## src/rtl/arf_sched_if.sv

```systemverilog
// rtl/arf_sched_if.sv - sample/coefficient/result bus of the shared-resource ARF sequencer
// slave is the sequencer's view, master is the producer/consumer's view.
interface arf_sched_if #(
  parameter int W = 16
);
  logic signed [W-1:0] in_1;
  logic signed [W-1:0] in_2;
  logic signed [W-1:0] in_3;
  logic signed [W-1:0] in_4;
  logic signed [W-1:0] in_5;
  logic signed [W-1:0] in_6;
  logic signed [W-1:0] in_7;
  logic signed [W-1:0] in_8;
  logic signed [W-1:0] in_13;
  logic signed [W-1:0] in_14;
  logic                in_valid;
  logic                in_ready;
  logic                coef_we;
  logic [3:0]          coef_addr;
  logic signed [W-1:0] coef_data;
  logic                busy;
  logic signed [W-1:0] out_27;
  logic signed [W-1:0] out_28;
  logic                out_valid;
  logic                out_ready;

  modport slave (
    input  in_1, in_2, in_3, in_4, in_5, in_6, in_7, in_8, in_13, in_14,
    input  in_valid, coef_we, coef_addr, coef_data, out_ready,
    output in_ready, busy, out_27, out_28, out_valid
  );

  modport master (
    output in_1, in_2, in_3, in_4, in_5, in_6, in_7, in_8, in_13, in_14,
    output in_valid, coef_we, coef_addr, coef_data, out_ready,
    input  in_ready, busy, out_27, out_28, out_valid
  );
endinterface

```

## src/rtl/arf_sched.sv

```systemverilog
// rtl/arf_sched.sv - ARF data-flow graph on one shared multiplier and one shared adder
// Fixed 18-step schedule; results of every operation live in r_v indexed by graph node number.
module arf_sched #(
  parameter int W    = 16,
  parameter int FRAC = 8
) (
  input  logic       clk,
  input  logic       rst_n,
  arf_sched_if.slave bus
);

  typedef enum logic [1:0] {
    S_IDLE = 2'd0,
    S_RUN  = 2'd1,
    S_DONE = 2'd2
  } state_t;

  state_t              r_state;
  state_t              w_next;
  logic [4:0]          r_step;
  logic signed [W-1:0] r_in   [8];
  logic signed [W-1:0] r_in13;
  logic signed [W-1:0] r_in14;
  logic signed [W-1:0] r_coef [16];
  logic signed [W-1:0] r_v    [32];

  logic signed [W-1:0]   w_ma;
  logic signed [W-1:0]   w_mb;
  logic [4:0]            w_mdst;
  logic signed [2*W-1:0] w_prod;
  logic signed [W-1:0]   w_mres;
  logic signed [W-1:0]   w_aa;
  logic signed [W-1:0]   w_ab;
  logic [4:0]            w_adst;
  logic signed [W-1:0]   w_asum;
  logic                  w_accept;

  assign w_accept = (r_state == S_IDLE) && bus.in_valid;

  always_ff @(posedge clk or negedge rst_n) begin
    if (!rst_n) begin
      r_state <= S_IDLE;
    end else begin
      r_state <= w_next;
    end
  end

  always_comb begin
    w_next = r_state;
    case (r_state)
      S_IDLE:  if (bus.in_valid) w_next = S_RUN;
      S_RUN:   if (r_step == 5'd18) w_next = S_DONE;
      S_DONE:  if (bus.out_ready) w_next = S_IDLE;
      default: w_next = S_IDLE;
    endcase
  end

  always_ff @(posedge clk or negedge rst_n) begin
    if (!rst_n) begin
      r_step <= '0;
    end else if (w_accept) begin
      r_step <= 5'd1;
    end else if (r_state == S_RUN && r_step != 5'd18) begin
      r_step <= r_step + 5'd1;
    end else begin
      r_step <= '0;
    end
  end

  always_ff @(posedge clk or negedge rst_n) begin
    if (!rst_n) begin
      for (int i = 0; i < 8; i++) r_in[i] <= '0;
      r_in13 <= '0;
      r_in14 <= '0;
    end else if (w_accept) begin
      r_in[0] <= bus.in_1;
      r_in[1] <= bus.in_2;
      r_in[2] <= bus.in_3;
      r_in[3] <= bus.in_4;
      r_in[4] <= bus.in_5;
      r_in[5] <= bus.in_6;
      r_in[6] <= bus.in_7;
      r_in[7] <= bus.in_8;
      r_in13  <= bus.in_13;
      r_in14  <= bus.in_14;
    end
  end

  // Writes land only in IDLE, which includes the accept edge itself.
  always_ff @(posedge clk or negedge rst_n) begin
    if (!rst_n) begin
      for (int i = 0; i < 16; i++) r_coef[i] <= '0;
    end else if (bus.coef_we && r_state == S_IDLE) begin
      r_coef[bus.coef_addr] <= bus.coef_data;
    end
  end

  always_comb begin
    w_ma   = '0;
    w_mb   = '0;
    w_mdst = '0;
    w_aa   = '0;
    w_ab   = '0;
    w_adst = '0;
    case (r_step)
      5'd1:  begin w_ma = r_in[0]; w_mb = r_coef[0]; w_mdst = 5'd1; end
      5'd2:  begin w_ma = r_in[1]; w_mb = r_coef[1]; w_mdst = 5'd2; end
      5'd3:  begin
        w_ma = r_in[2]; w_mb = r_coef[2]; w_mdst = 5'd3;
        w_aa = r_v[1];  w_ab = r_v[2];    w_adst = 5'd9;
      end
      5'd4:  begin
        w_ma = r_in[3]; w_mb = r_coef[3]; w_mdst = 5'd4;
        w_aa = r_v[9];  w_ab = r_in13;    w_adst = 5'd13;
      end
      5'd5:  begin
        w_ma = r_in[4]; w_mb = r_coef[4]; w_mdst = 5'd5;
        w_aa = r_v[3];  w_ab = r_v[4];    w_adst = 5'd10;
      end
      5'd6:  begin
        w_ma = r_in[5]; w_mb = r_coef[5]; w_mdst = 5'd6;
        w_aa = r_v[10]; w_ab = r_in14;    w_adst = 5'd14;
      end
      5'd7:  begin
        w_ma = r_in[6]; w_mb = r_coef[6]; w_mdst = 5'd7;
        w_aa = r_v[5];  w_ab = r_v[6];    w_adst = 5'd11;
      end
      5'd8:  begin w_ma = r_in[7]; w_mb = r_coef[7]; w_mdst = 5'd8; end
      5'd9:  begin
        w_ma = r_v[13]; w_mb = r_coef[8]; w_mdst = 5'd15;
        w_aa = r_v[7];  w_ab = r_v[8];    w_adst = 5'd12;
      end
      5'd10: begin w_ma = r_v[14]; w_mb = r_coef[9];  w_mdst = 5'd16; end
      5'd11: begin w_ma = r_v[13]; w_mb = r_coef[10]; w_mdst = 5'd17; end
      5'd12: begin
        w_ma = r_v[14]; w_mb = r_coef[11]; w_mdst = 5'd18;
        w_aa = r_v[15]; w_ab = r_v[16];    w_adst = 5'd19;
      end
      5'd13: begin
        w_ma = r_v[19]; w_mb = r_coef[12]; w_mdst = 5'd21;
        w_aa = r_v[17]; w_ab = r_v[18];    w_adst = 5'd20;
      end
      5'd14: begin w_ma = r_v[19]; w_mb = r_coef[13]; w_mdst = 5'd22; end
      5'd15: begin
        w_ma = r_v[20]; w_mb = r_coef[14]; w_mdst = 5'd23;
        w_aa = r_v[21]; w_ab = r_v[22];    w_adst = 5'd25;
      end
      5'd16: begin
        w_ma = r_v[20]; w_mb = r_coef[15]; w_mdst = 5'd24;
        w_aa = r_v[25]; w_ab = r_v[11];    w_adst = 5'd27;
      end
      5'd17: begin w_aa = r_v[23]; w_ab = r_v[24]; w_adst = 5'd26; end
      5'd18: begin w_aa = r_v[26]; w_ab = r_v[12]; w_adst = 5'd28; end
      default: ;
    endcase
  end

  // Arithmetic shift floors toward -inf; the cast keeps the low W bits.
  assign w_prod = w_ma * w_mb;
  assign w_mres = W'(w_prod >>> FRAC);
  assign w_asum = w_aa + w_ab;

  always_ff @(posedge clk or negedge rst_n) begin
    if (!rst_n) begin
      for (int i = 0; i < 32; i++) r_v[i] <= '0;
    end else if (r_state == S_RUN) begin
      if (w_mdst != 5'd0) r_v[w_mdst] <= w_mres;
      if (w_adst != 5'd0) r_v[w_adst] <= w_asum;
    end
  end

  assign bus.in_ready  = (r_state == S_IDLE);
  assign bus.busy      = (r_state == S_RUN) || (r_state == S_DONE);
  assign bus.out_valid = (r_state == S_DONE);
  assign bus.out_27    = r_v[27];
  assign bus.out_28    = r_v[28];

endmodule

```

## src/flat_wrapper.sv

```systemverilog
// flat-port wrapper written by rule: the top's interface ports become plain ports
module arf_sched_flat 
#(
  parameter int W    = 16,
  parameter int FRAC = 8
)
  (clk, rst_n, bus_in_1, bus_in_2, bus_in_3, bus_in_4, bus_in_5, bus_in_6, bus_in_7, bus_in_8, bus_in_13, bus_in_14, bus_in_valid, bus_coef_we, bus_coef_addr, bus_coef_data, bus_out_ready, bus_in_ready, bus_busy, bus_out_27, bus_out_28, bus_out_valid);
  arf_sched_if #(.W(W)) bus_i ();
  input  logic clk;
  input  logic rst_n;
  input wire logic [$bits(bus_i.in_1)-1:0] bus_in_1;
  input wire logic [$bits(bus_i.in_2)-1:0] bus_in_2;
  input wire logic [$bits(bus_i.in_3)-1:0] bus_in_3;
  input wire logic [$bits(bus_i.in_4)-1:0] bus_in_4;
  input wire logic [$bits(bus_i.in_5)-1:0] bus_in_5;
  input wire logic [$bits(bus_i.in_6)-1:0] bus_in_6;
  input wire logic [$bits(bus_i.in_7)-1:0] bus_in_7;
  input wire logic [$bits(bus_i.in_8)-1:0] bus_in_8;
  input wire logic [$bits(bus_i.in_13)-1:0] bus_in_13;
  input wire logic [$bits(bus_i.in_14)-1:0] bus_in_14;
  input wire logic [$bits(bus_i.in_valid)-1:0] bus_in_valid;
  input wire logic [$bits(bus_i.coef_we)-1:0] bus_coef_we;
  input wire logic [$bits(bus_i.coef_addr)-1:0] bus_coef_addr;
  input wire logic [$bits(bus_i.coef_data)-1:0] bus_coef_data;
  input wire logic [$bits(bus_i.out_ready)-1:0] bus_out_ready;
  output wire logic [$bits(bus_i.in_ready)-1:0] bus_in_ready;
  output wire logic [$bits(bus_i.busy)-1:0] bus_busy;
  output wire logic [$bits(bus_i.out_27)-1:0] bus_out_27;
  output wire logic [$bits(bus_i.out_28)-1:0] bus_out_28;
  output wire logic [$bits(bus_i.out_valid)-1:0] bus_out_valid;
  assign bus_i.in_1 = bus_in_1;
  assign bus_i.in_2 = bus_in_2;
  assign bus_i.in_3 = bus_in_3;
  assign bus_i.in_4 = bus_in_4;
  assign bus_i.in_5 = bus_in_5;
  assign bus_i.in_6 = bus_in_6;
  assign bus_i.in_7 = bus_in_7;
  assign bus_i.in_8 = bus_in_8;
  assign bus_i.in_13 = bus_in_13;
  assign bus_i.in_14 = bus_in_14;
  assign bus_i.in_valid = bus_in_valid;
  assign bus_i.coef_we = bus_coef_we;
  assign bus_i.coef_addr = bus_coef_addr;
  assign bus_i.coef_data = bus_coef_data;
  assign bus_i.out_ready = bus_out_ready;
  assign bus_in_ready = bus_i.in_ready;
  assign bus_busy = bus_i.busy;
  assign bus_out_27 = bus_i.out_27;
  assign bus_out_28 = bus_i.out_28;
  assign bus_out_valid = bus_i.out_valid;
  arf_sched #(.W(W), .FRAC(FRAC)) u_core (.clk(clk), .rst_n(rst_n), .bus(bus_i));
endmodule
```

## config.mk

```make
export PLATFORM = sky130hd
export DESIGN_NAME = arf_sched_flat
export DESIGN_NICKNAME = d
export VERILOG_FILES = /design/src/rtl/arf_sched_if.sv /design/src/rtl/arf_sched.sv /design/src/flat_wrapper.sv
export SDC_FILE = /design/constraint.sdc
export NUM_CORES = 2
export LEC_CHECK = 0
export CORE_MARGIN = 2
export CORE_UTILIZATION = 40
export CTS_BUF_LIST = sky130_fd_sc_hd__clkbuf_16
export DETAILED_ROUTE_END_ITERATION = 16
export SKIP_LAST_GASP = 1
export SYNTH_ARGS = -nofsm -noshare
export SYNTH_HDL_FRONTEND = slang
export SYNTH_SLANG_ARGS = --single-unit
export TNS_END_PERCENT = 1
```

## constraint.sdc

```tcl
create_clock -name clk -period 25.5 [get_ports clk]
set_input_delay 5.1 -clock clk [delete_from_list [all_inputs] [get_ports clk]]
set_output_delay 5.1 -clock clk [all_outputs]
set_load 0.01 [all_outputs]
```

### After elaboration in Yosys (flattened, before gate mapping)

Index checks and enable logic that the tools add are counted.

| storage, ports and cells | value |
|---|---|
| bits in registers | 935 |
| input bits | 185 |

| operators by class | value |
|---|---|
| multipliers | 1 |
| reductions and logical operators | 15 |
| magnitude comparators | 6 |
| bitwise logic cells | 3 |
| multiplexer cells | 24 |
| eq/ne operators | 24 |
| add/sub/neg operators | 2 |

Operators with widths:

| operator | count |
|---|---|
| two-way mux 512 bit | 3 |
| bitwise mux 512 bit | 2 |
| one-hot mux 16 bit (12 select lines) | 3 |
| bitwise mux 256 bit | 1 |
| one-hot mux 16 bit (16 select lines) | 1 |
| demux 16 bit (select 5 bit) | 2 |
| one-hot mux 5 bit (16 select lines) | 1 |
| demux 16 bit (select 4 bit) | 1 |
| one-hot mux 5 bit (12 select lines) | 1 |
| two-way mux 16 bit | 3 |
| == test 5 x 4 -> 1 bit, second input constant | 8 |
| multiplier 16 x 16 -> 24 bit | 1 |
| == test 5 x 3 -> 1 bit, second input constant | 4 |
| adder 16 bit | 1 |
| == test 5 bit, second input constant | 3 |
| >= comparator 6 bit, second input constant | 2 |
| < comparator 6 x 1 -> 1 bit, second input constant | 2 |
| inverter 5 -> 6 bit | 2 |
| == test 5 x 2 -> 1 bit, second input constant | 2 |
| two-way mux 5 bit | 2 |
| nonzero test 5 bit | 2 |
| OR reduction 2 bit | 4 |
| logical AND 1 bit | 6 |
| two-way mux 2 bit | 3 |
| other kinds (14) | 15 |

### Logic depth before layout (Yosys ltp)

| logic depth | value |
|---|---|
| depth in word-level cells | 12 |
| depth in mapped cells | 40 |
| mapped depth without buffers | 31 |

### Worst setup path after synthesis

Ideal clock, no wire load.

| timing | value |
|---|---|
| path type | reg2reg |
| start point | register u_core.r_step[2] |
| end point | register u_core.r_v[477] (netlist bit) |
| data required time | 25.369 ns |
| library setup time | 0.131 ns |
| stages on the path, launching flop included | 39 |
| path slack | 16.724 ns |
| arrival | 8.645 ns |
| path through | dfrtp_1 buf_6 buf_6 buf_4 buf_6 buf_2 buf_2 and3_1 ha_1 clkbuf_1 clkbuf_1 clkbuf_1 a222oi_1 nand4_1 a211oi_1 clkbuf_1 nor2_1 fa_1 [... 3 more ...] inv_1 fa_1 fa_1 inv_1 fa_1 inv_1 ha_1 a21o_1 a21o_1 a21oi_1 o21bai_1 a21oi_1 nand2_1 o221a_2 a21oi_1 xor2_1 buf_2 o21ai_0 |

| on the way | value |
|---|---|
| word-level cells in the longest chain between the ends | 12 |

RTL lines:

| item | line | text |
|---|---|---|
| start, declared | arf_sched.sv:20 | `logic [4:0] r_step;` |
| start signal, assigned | arf_sched.sv:64 | `r_step <= r_step + 5'd1;` |
| branches (longest 11 deep; another with multiplier 16 x 16 -> 24 bit) | n/a |  |
| two-way mux 512 bit * | arf_sched.sv:168 | `if (w_adst != 5'd0) r_v[w_adst] <= w_asum;` |
| end signal, assigned by index | arf_sched.sv:167 | `if (w_mdst != 5'd0) r_v[w_mdst] <= w_mres;` |
| end signal, assigned by index | arf_sched.sv:168 |  |
| end, declared | arf_sched.sv:25 | `logic signed [W-1:0] r_v [32];` |

Mark *: on every way between the ends. The select of a mux whose other input is x is not followed.
A chain may end at the register's enable or synchronous reset.

### Worst setup path in the final report

| timing | value |
|---|---|
| start point | register u_core.r_step[3] |
| end point | register u_core.r_v[222] (netlist bit) |

Same word-level chain as after synthesis.

==> impl_metrics.toml <==
[finish]
area_delta_synth_final_pct = 14.4
final_cells = 5855
drive_gt1_share_pct = 19.7
fin_nets = 4725
stdcell_area_um2 = 53000
fillCellCount = 10600

[setup_path]
cp_max_fo = 49
critPathMaxStageDelay_ns = 0.98
cp.required_ns = 26.01
critPathLaunchType = "flop"
slowest_stage = "nor3_1"
arrival_ns = 10.44
cpMostUsedCell = "fa_1"
crit_family = "adder cells"
worstSetupPathType = "flop to flop"
crit_path_end_kind = "flop"
cp.buffers_inverters = 6

[cts]
h-tree-depth = 3
clock-sinks = 871
cts.clk_slew.worst_paths_ns = 0.06
cts_buffers = 95
cts_resized = 0
cts_buffer_depth = 3
cts_setup_buffers = 0
ctsHoldBuffers = 0
clk_latency_ns = 0.70
cts_tree = "done"
clockRootBuffer = "clkbuf_16"

[place]
gp_congestion = 0.956
placed_cells = 5674
placed_area_um2 = 50000
hpwl_um = 108000
numPortBuffers = 219

[timing]
grt_setup_unrepaired = "no"
final_max_slew_viol_count = 0
clock_skew_ns = 0.0349
fin_setup_tns_ns = 0
period_minus_slack_ns = 9.93
slew-limit-headroom_pct = 4.88
fmax_mhz = 101
hold_violations = 0
finalCritPeriodShare_pct = 39.0
hold-worst-slack_ns = 0.477
setup_viol = 0
tightest_slew_ns = 1.42

[logic_synthesis]
yosysSeqAreaShare_pct = 47.0
synth_most_common_cell = "dfrtp_1"
syn_avg_cell_area_um2 = 11.1
synth_fp_nets = 4623
yosysWarnings = 0
synth_area_um2 = 46300
synthCells = 4157
synth.distinct_cells = 97
async_reset_ff_share_pct = 100
synthTopCellsByArea = "dfrtp_1 47%, mux2_2 13%, fa_1 8.1%, nand2_1 3.7%, o21ai_0 3.2%"
synth_edf_count = 0
synth_top_area_share_pct = 47.0
yosys.area.top_type = "dfrtp_1"
ys.flop_type = "dfrtp_1"
synth_seq_cells = 871
netlist_top_cells_count = "871 x dfrtp_1, 519 x mux2_2, 455 x nand2_1"

[floorplan]
num_rows = 124
io_pins = 220
die_w_um = 344
core_area_um2 = 115000
start_util_pct = 40.4
dieHeight_um = 344
die_area_um2 = 119000

[detailed_routing]
wl_per_cell_um = 26.9
route.antenna.remaining_nets = 0
initialDrtViolationCount = 3621
via_count = 34200
wirelength_um = 158000
drcViolationCount = 0
vias_per_cell = 5.84
firstDrtPassIters = 9

[power]
comb_power_share_pct = 45.0
seq_power_share_pct = 32.4
power.switching_mw = 2.59
p_int_mw = 3.42
fin_total_pwr_mw = 6.01
cellPowerDensity_nw_per_um2 = 113
power_frac_clock_pct = 22.6
ir_drop_mv = 0.182
switching_share_pct = 43.1
p_leak_nw = 23.6

[global_route]
first_global_vias = 34300
grt_pass1_wl_um = 234000
antenna_found_initial = 14
grt_start_max_net_pins = 146
grt_remaining_overflow = 0
groute.usage.overall_pct = 26.7

[job]
drv_cap = 0

[hold_path]
hold_path_class = "flop to flop"

[run_status]
status = "complete, no violations"
==> per-layer routing <==
metal,up-vias,track usage (%),share of wire [%]
li1,14700,-,-
met3,291,6.11,9.2
met5,-,0,0.011
met4,2,10.2,3.8
met1,17500,37.1,43
met2,1611,40.8,44
==> path summary, 6_finish.rpt <==
path	start	endpoint	slack [ns]	cells past startpoint
max in group asynchronous	rst_n	u_core.r_v[369]	16.48	6
min in group asynchronous	rst_n	u_core.r_in[104]	4.50	1
setup / recovery	u_core.r_step[3]	u_core.r_v[222]	15.57	27
setup reg to reg	u_core.r_step[3]	u_core.r_v[222]	15.57	27
hold reg to reg	u_core.bus.out_28[6]	u_core.bus.out_28[6]	0.48	2
hold / removal	u_core.bus.out_28[6]	u_core.bus.out_28[6]	0.48	2
==> cells by family after synthesis <==
group           Yosys count  synth area share, %
xor+xnor                 63                 1.34
mux                     556                 13.6
simple gates            920                 9.21
flops                   871                 47.0
compound gates          848                 12.6
buf+inv                 618                 5.59
fa+ha+maj               281                 10.6
==> state kept, by name, summed over array words and instances, names as in the netlist <==
register           count
u_core.r_in14         16
u_core.r_in13         16
u_core.r_in          128
u_core.r_coef        256
u_core.r_state         2
u_core.r_step          5
u_core.bus.out_28     16
u_core.bus.out_27     16
u_core.r_v           416
==> power groups by stage <==
stage          Clock, mW  Combinational (mW)  Sequential, mW
2_1_floorplan          0                1.67            1.87
3_3_place_gp           0                2.62            1.96
3_5_place_dp           0                2.66            1.97
4_1_cts             1.38                2.67            1.94
5_1_grt             1.44                2.90            1.99
6_report            1.36                2.70            1.95
==> tightest hold or removal path, delay by kind of cell, from the launching register on <==
| kind | cells | cell delay [ns] |
|---|---|---|
| compound gates | 1 | 0.06 |
| flops | 1 | 0.34 |
| simple gates | 1 | 0.04 |
==> stage by stage <==
step / setup slack, ns / util [%]
after floorplan: 16.72 / -
after global placement: 15.51 / 43.6
after detailed placement: 15.48 / 43.6
after CTS: 15.65 / 46.2
after global routing: 15.05 / 46.2
final: 15.57 / 46.2
==> layout by cell type, fill, tap and decap left out, types with 13 or more instances in the layout <==
cell type        netlist  layout
a221oi_1              26      26
mux2_2               519     519
nand2b_1              26      26
a21oi_1               68      67
a222oi_1              87      87
nor3_1                20      17
dfrtp_1              871     869
a22oi_1              156     156
nand4_1               21      21
o21ai_0              299     299
a22o_1                45      45
clkinv_1               2      26
or2_2                 15      15
and3_1                44      44
buf_4                 37     107
a31oi_1               31      31
xor2_1                18      13
nand2_1              455     454
nand3_1               24      24
clkbuf_16              0      98
xnor2_1               39      35
inv_1                294     317
ha_1                  94      93
clkdlybuf4s50_1        0     218
o22ai_1               36      36
nor2_1               218     214
fa_1                 187     186
mux2i_1               22      22
nor2b_1               14      14
==> area by class of cell <==
cell class / count / area, um2 / area share, %
multi-input cells: 2668 / 22200 / 41.8
diodes: 9 / 22.5 / 0.0425
clock inverters: 74 / 562 / 1.06
repair buffers: 327 / 3020 / 5.70
flip-flops and latches: 871 / 21800 / 41.1
well taps: 1512 / 1890 / 3.57
inverters: 296 / 1110 / 2.10
clock buffers: 98 / 2450 / 4.63
(Power assumes the default switching activity.)
